==> src/rtl/div_ratio_pkg.sv <==
// Shared types and helpers for the divided-clock ratio detector.
package div_ratio_pkg;

    typedef enum logic [1:0] {
        S_IDLE = 2'd0,
        S_ACQ  = 2'd1,
        S_LOCK = 2'd2
    } state_e;

    // All-ones value for a counter of the given width (widths up to 32).
    function automatic logic [31:0] cnt_max(input int unsigned width);
        return (width >= 32) ? 32'hFFFF_FFFF : ((32'd1 << width) - 32'd1);
    endfunction

endpackage

==> src/rtl/sync_edge_det.sv <==
// Two-flop synchronizer with registered rise/fall pulses; the level output is
// delayed to line up with the pulses.
module sync_edge_det (
    input  logic clk,
    input  logic reset,
    input  logic d,
    output logic level,
    output logic rise,
    output logic fall
);

    logic sync1_q, sync2_q, level_q, rise_q, fall_q;

    always_ff @(posedge clk or negedge reset) begin
        if (!reset) begin
            sync1_q <= 1'b0;
            sync2_q <= 1'b0;
            level_q <= 1'b0;
            rise_q  <= 1'b0;
            fall_q  <= 1'b0;
        end else begin
            sync1_q <= d;
            sync2_q <= sync1_q;
            level_q <= sync2_q;
            rise_q  <= sync2_q & ~level_q;
            fall_q  <= ~sync2_q & level_q;
        end
    end

    assign level = level_q;
    assign rise  = rise_q;
    assign fall  = fall_q;

endmodule

==> src/rtl/div_ratio_detector.sv <==
// Recovers the division ratio of a divided clock sampled in the fast domain,
// tracks lock and flags drift (err) or a stuck input (ovf).
module div_ratio_detector
    import div_ratio_pkg::*;
#(
    parameter int unsigned CNT_W    = 16,
    parameter int unsigned LOCK_CNT = 4,
    parameter int unsigned TOL      = 0
) (
    input  logic             clk,
    input  logic             reset,
    input  logic             div_in,
    input  logic             clr,
    output logic [CNT_W-1:0] ratio,
    output logic [CNT_W-1:0] high_cnt,
    output logic             ratio_valid,
    output logic             locked,
    output logic             err,
    output logic             ovf
);

    localparam logic [CNT_W-1:0]   CNT_MAX    = CNT_W'(cnt_max(CNT_W));
    localparam int unsigned        MATCH_W    = $clog2(LOCK_CNT + 1);
    localparam logic [MATCH_W-1:0] MATCH_LOCK = MATCH_W'(LOCK_CNT);
    localparam logic [CNT_W:0]     TOL_V      = (CNT_W + 1)'(TOL);

    logic level, rise, fall;

    sync_edge_det u_sync (
        .clk   (clk),
        .reset (reset),
        .d     (div_in),
        .level (level),
        .rise  (rise),
        .fall  (fall)
    );

    logic [CNT_W-1:0]   per_cnt_q, per_cnt_d, hi_cnt_q, hi_cnt_d, hi_hold_q, hi_hold_d;
    logic [CNT_W-1:0]   ref_q, ref_d, ratio_q, ratio_d, high_q, high_d;
    logic [MATCH_W-1:0] match_q, match_d, match_inc;
    logic               valid_q, valid_d, locked_q, locked_d, err_q, err_d, ovf_q, ovf_d;
    state_e             state_q, state_d;

    logic [CNT_W:0] diff;
    logic           in_tol, sat;

    assign diff = (per_cnt_q >= ref_q) ? ({1'b0, per_cnt_q} - {1'b0, ref_q})
                                       : ({1'b0, ref_q} - {1'b0, per_cnt_q});
    assign in_tol    = (diff <= TOL_V);
    assign match_inc = match_q + 1'b1;
    // A rise in idle with a saturated counter is the restart edge, not a new overflow.
    assign sat = (per_cnt_q == CNT_MAX) && !(rise && (state_q == S_IDLE));

    always_comb begin
        per_cnt_d = rise ? CNT_W'(1) :
                    (per_cnt_q == CNT_MAX) ? per_cnt_q : per_cnt_q + 1'b1;
        hi_cnt_d  = rise ? CNT_W'(1) :
                    (level && (hi_cnt_q != CNT_MAX)) ? hi_cnt_q + 1'b1 : hi_cnt_q;
        hi_hold_d = fall ? hi_cnt_q : hi_hold_q;
        state_d   = state_q;
        ref_d     = ref_q;
        match_d   = match_q;
        ratio_d   = ratio_q;
        high_d    = high_q;
        valid_d   = 1'b0;
        locked_d  = locked_q;
        err_d     = err_q;
        ovf_d     = ovf_q;

        if (clr) begin
            per_cnt_d = '0;
            hi_cnt_d  = '0;
            hi_hold_d = '0;
            state_d   = S_IDLE;
            ref_d     = '0;
            match_d   = '0;
            ratio_d   = '0;
            high_d    = '0;
            locked_d  = 1'b0;
            err_d     = 1'b0;
            ovf_d     = 1'b0;
        end else if (sat) begin
            ovf_d    = 1'b1;
            locked_d = 1'b0;
            state_d  = S_IDLE;
        end else if (rise) begin
            unique case (state_q)
                S_IDLE: begin
                    state_d = S_ACQ;
                    match_d = '0;
                end
                S_ACQ: begin
                    ratio_d = per_cnt_q;
                    high_d  = hi_hold_q;
                    valid_d = 1'b1;
                    if ((match_q == '0) || !in_tol) begin
                        ref_d   = per_cnt_q;
                        match_d = MATCH_W'(1);
                    end else begin
                        match_d = match_inc;
                        if (match_inc == MATCH_LOCK) begin
                            state_d  = S_LOCK;
                            locked_d = 1'b1;
                        end
                    end
                end
                S_LOCK: begin
                    ratio_d = per_cnt_q;
                    high_d  = hi_hold_q;
                    valid_d = 1'b1;
                    if (!in_tol) begin
                        err_d    = 1'b1;
                        locked_d = 1'b0;
                        ref_d    = per_cnt_q;
                        match_d  = MATCH_W'(1);
                        state_d  = S_ACQ;
                    end
                end
                default: state_d = S_IDLE;
            endcase
        end
    end

    always_ff @(posedge clk or negedge reset) begin
        if (!reset) begin
            per_cnt_q <= '0;
            hi_cnt_q  <= '0;
            hi_hold_q <= '0;
            state_q   <= S_IDLE;
            ref_q     <= '0;
            match_q   <= '0;
            ratio_q   <= '0;
            high_q    <= '0;
            valid_q   <= 1'b0;
            locked_q  <= 1'b0;
            err_q     <= 1'b0;
            ovf_q     <= 1'b0;
        end else begin
            per_cnt_q <= per_cnt_d;
            hi_cnt_q  <= hi_cnt_d;
            hi_hold_q <= hi_hold_d;
            state_q   <= state_d;
            ref_q     <= ref_d;
            match_q   <= match_d;
            ratio_q   <= ratio_d;
            high_q    <= high_d;
            valid_q   <= valid_d;
            locked_q  <= locked_d;
            err_q     <= err_d;
            ovf_q     <= ovf_d;
        end
    end

    assign ratio       = ratio_q;
    assign high_cnt    = high_q;
    assign ratio_valid = valid_q;
    assign locked      = locked_q;
    assign err         = err_q;
    assign ovf         = ovf_q;

endmodule
==> config.mk <==
export PLATFORM = sky130hd
export DESIGN_NAME = div_ratio_detector
export DESIGN_NICKNAME = d
export VERILOG_FILES = /design/src/rtl/div_ratio_pkg.sv /design/src/rtl/sync_edge_det.sv /design/src/rtl/div_ratio_detector.sv
export SDC_FILE = /design/constraint.sdc
export NUM_CORES = 1
export LEC_CHECK = 0
export BUFFER_PORTS_ARGS = -buffer_cell sky130_fd_sc_hd__buf_2
export CAP_MARGIN = 20
export CORE_MARGIN = 4
export CORE_UTILIZATION = 56
export DETAILED_ROUTE_END_ITERATION = 8
export PLACE_DENSITY = 0.85
export RECOVER_POWER = 50
export SLEW_MARGIN = 10
export SYNTH_ARGS = -nofsm -noshare
export SYNTH_HDL_FRONTEND = slang
export SYNTH_SLANG_ARGS = --single-unit
==> constraint.sdc <==
create_clock -name clk -period 3.6 [get_ports clk]
set_clock_uncertainty 0.15 [all_clocks]
set_input_delay 0.36 -clock clk [delete_from_list [all_inputs] [get_ports clk]]
set_output_delay 0.36 -clock clk [all_outputs]
set_load 0.005 [all_outputs]
==> results.toml <==
[clock_network]
clk_latency_ps = 350
cts_tree = "done"
numCtsBuffers = 9
h-tree-depth = 3
clock-sinks = 110
path_clk_slew_ps = 70
cts_max_path_buffers = 2
cts_root_buffer = "clkbuf_16"

[worst_setup_path]
cp-start-kind = "register"
path_max_fanout = 6
worstSetupPathType = "reg -> reg"
crit_required_ps = 3730
crit_arrival_ps = 3780
cp-end-kind = "register"

[drt]
postRouteAntennaNets = 0
dr_total_vias = 6053
drt-initial-drc-count = 494
wl_per_cell_um = 19.0
drc_errors = 0
first_pass_iters = 6
vias_per_cell = 6.11
finalWirelength_um = 18800

[sta]
relSlewSlack = -0.307
hold_viol = 0
setup_violations = 3
worst_slew_pin_slew_ps = 1960
final.min_clock_period_ps = 3660
fin_ws_ps = -57.2
fin_crit_sh = 1.02
rsz0062_at_grt = "yes"
holdWs_ps = 190
fmax_mhz = 273
fin_setup_tns_ps = -125
slew_violations = 80

[die]
die_area_um2 = 13800
core_um2 = 11600
start_util = 0.581
io-pin-count = 40
die_w_um = 118
rows = 39
die_y_um = 118

[power_and_ir_drop]
p_per_area_nw_per_um2 = 314
p_leak_nw = 3.92
irDropWorstVdd_v = 0.000450
power.total_mw = 2.56

[final_layout]
final_layout_size_suffix_gt1_frac = 0.246
final_cells = 991
areaGrowthSynthToFinish_pct = 21.3
stdcell_area_um2 = 8150
fin_nets = 888
insertedDiodeCount = 0
fin_util = 0.705

[placement]
dp_slack_ps = -216
portBuffers = 39
place_inst = 959
place_congestion = 0.936
dp_hpwl_um = 13000
dpl-instance-area_um2 = 7550

[status]
outcome = "complete, but fails checks"
violations = "capacitance limit, slew limit, setup timing"

[yosys]
synthFlopType = "dfrtp_1"
syn-num-nets = 773
ys_seq_area_frac = 0.410
syn_area_per_cell_um2 = 9.23
yosys.cell_types.count = 76
syn_inst = 728
async_flop_share = 1.00
yosysWarnings = 0
synth_area_um2 = 6720
synth-edff-count = 0
synth_seq_cells = 110

[hold_path]
hold_class = "reg -> reg"

[grt]
antenna_found_initial = 0
grt_pass1_wl_um = 30000
grt_max_degree = 80
grt_pass1_vias = 6005
grt_use_total = 0.262
overflow = 0

[flow_run]
maxCapViolations = 1
[cells in the mapped netlist (all sizes together), types with 4 or more instances]
library cell  instances  share of area
o211ai                6         0.0074
o21a                  7         0.0089
nor2                 87          0.049
or2                   4         0.0037
and2                  8         0.0074
a21o                 18          0.020
o31ai                20          0.022
a211oi                4         0.0045
nor3                 11         0.0082
ha                   41          0.076
nand4                26          0.024
xor2                 19          0.025
mux2i                34          0.051
inv                  42          0.023
buf                  16          0.017
a21oi                36          0.031
nand3                17          0.013
nor2b                 7         0.0088
clkbuf               20          0.011
nand2                87          0.049
o21ai                23          0.017
xnor2                18          0.023
and4                  6         0.0084
and3                  9         0.0086
a31oi                 6         0.0078
dfrtp               110           0.41
[sequential cells by signal (all words and copies together), names as in the netlist, 2 cells and up]
name and count:
hi_cnt_q 16, hi_hold_q 16, high_cnt 16, per_cnt_q 16, ratio 16, ref_q 16
match_q 3, state_q 2
[metal layers]
| layer | vias up | track usage | wire [um] |
|---|---|---|---|
| li1 | 2779 | - | - |
| met1 | 3013 | 0.340 | 7670 |
| met2 | 212 | 0.444 | 9650 |
| met3 | 49 | 0.0399 | 1010 |
| met4 | 0 | 0.0982 | 473 |
| met5 | - | 0 | 0 |
[kinds of logic (layout without fill, tap and decap cells)]
family / Yosys count / after routing / share of synthesized area
XOR/XNOR: 37 / 37 / 0.0482
buffers and inverters: 79 / 199 / 0.0525
flip-flops: 110 / 110 / 0.410
multiplexers: 34 / 34 / 0.0506
AND/OR/NAND/NOR: 278 / 278 / 0.198
AO/OA/AOI/OAI: 149 / 149 / 0.165
adder cells (fa/ha/maj): 41 / 41 / 0.0763
[final timing paths]
kind / slack (ps) / endpoint / start / depth (start not counted)
max: -60 / state_q[0] / ref_q[8] / 13
min: 190 / u_sync.sync2_q / u_sync.sync1_q / 0
max reg2reg: -60 / state_q[0] / ref_q[8] / 13
min reg2reg: 190 / u_sync.sync2_q / u_sync.sync1_q / 0
max in group asynchronous: 1170 / hi_hold_q[11] / reset / 2
min in group asynchronous: 380 / state_q[1] / reset / 1
[critical path, stage by stage (launching register included)]
cell and delay [ps]:
dfrtp_1 450, ha_1 410, a21oi_4 250, o21ai_1 160
a22oi_2 270, o211ai_1 140, xor2_1 200, o41ai_2 380
and4_4 280, o21a_4 130, a22oi_2 80, buf_6 160
o32a_1 370, o21ai_2 160
[cells in the final DEF, fill, tap and decap left out, drive strengths merged, types with 18 or more instances in the layout]
master / count
a21o: 18
mux2i: 34
buf: 136
o21ai: 23
a21oi: 36
ha: 41
dfrtp: 110
xnor2: 18
nor2: 87
xor2: 19
o31ai: 20
nand4: 26
inv: 43
nand2: 87
[power breakdown]
group / total (mW) / leakage, nW / internal [mW] / switching, mW
logic: 0.371 / 2.27 / 0.151 / 0.220
clock network: 0.927 / 0.136 / 0.471 / 0.456
registers: 1.27 / 1.52 / 1.25 / 0.0170
[cell type report]
cell class / instances / area [um^2]
clock buffer: 9 / 225
clock inverter: 7 / 48.8
fill: 767 / 3410
inverter: 43 / 161
multi-input combinational: 539 / 3800
sequential: 110 / 2750
tap: 143 / 179
timing repair buffer: 140 / 983
[repair_timing]
item / in CTS / in global routing
pin swaps: 9 / 19
hold endpoints to repair: 1 / 0
cloned: 0 / 0
hold buffers: 1 / 0
setup buffers: 5 / 10
setup endpoints to repair: 19 / 23
gates resized for setup: 8 / 38
No activity file was read; power rests on OpenSTA's default activity.
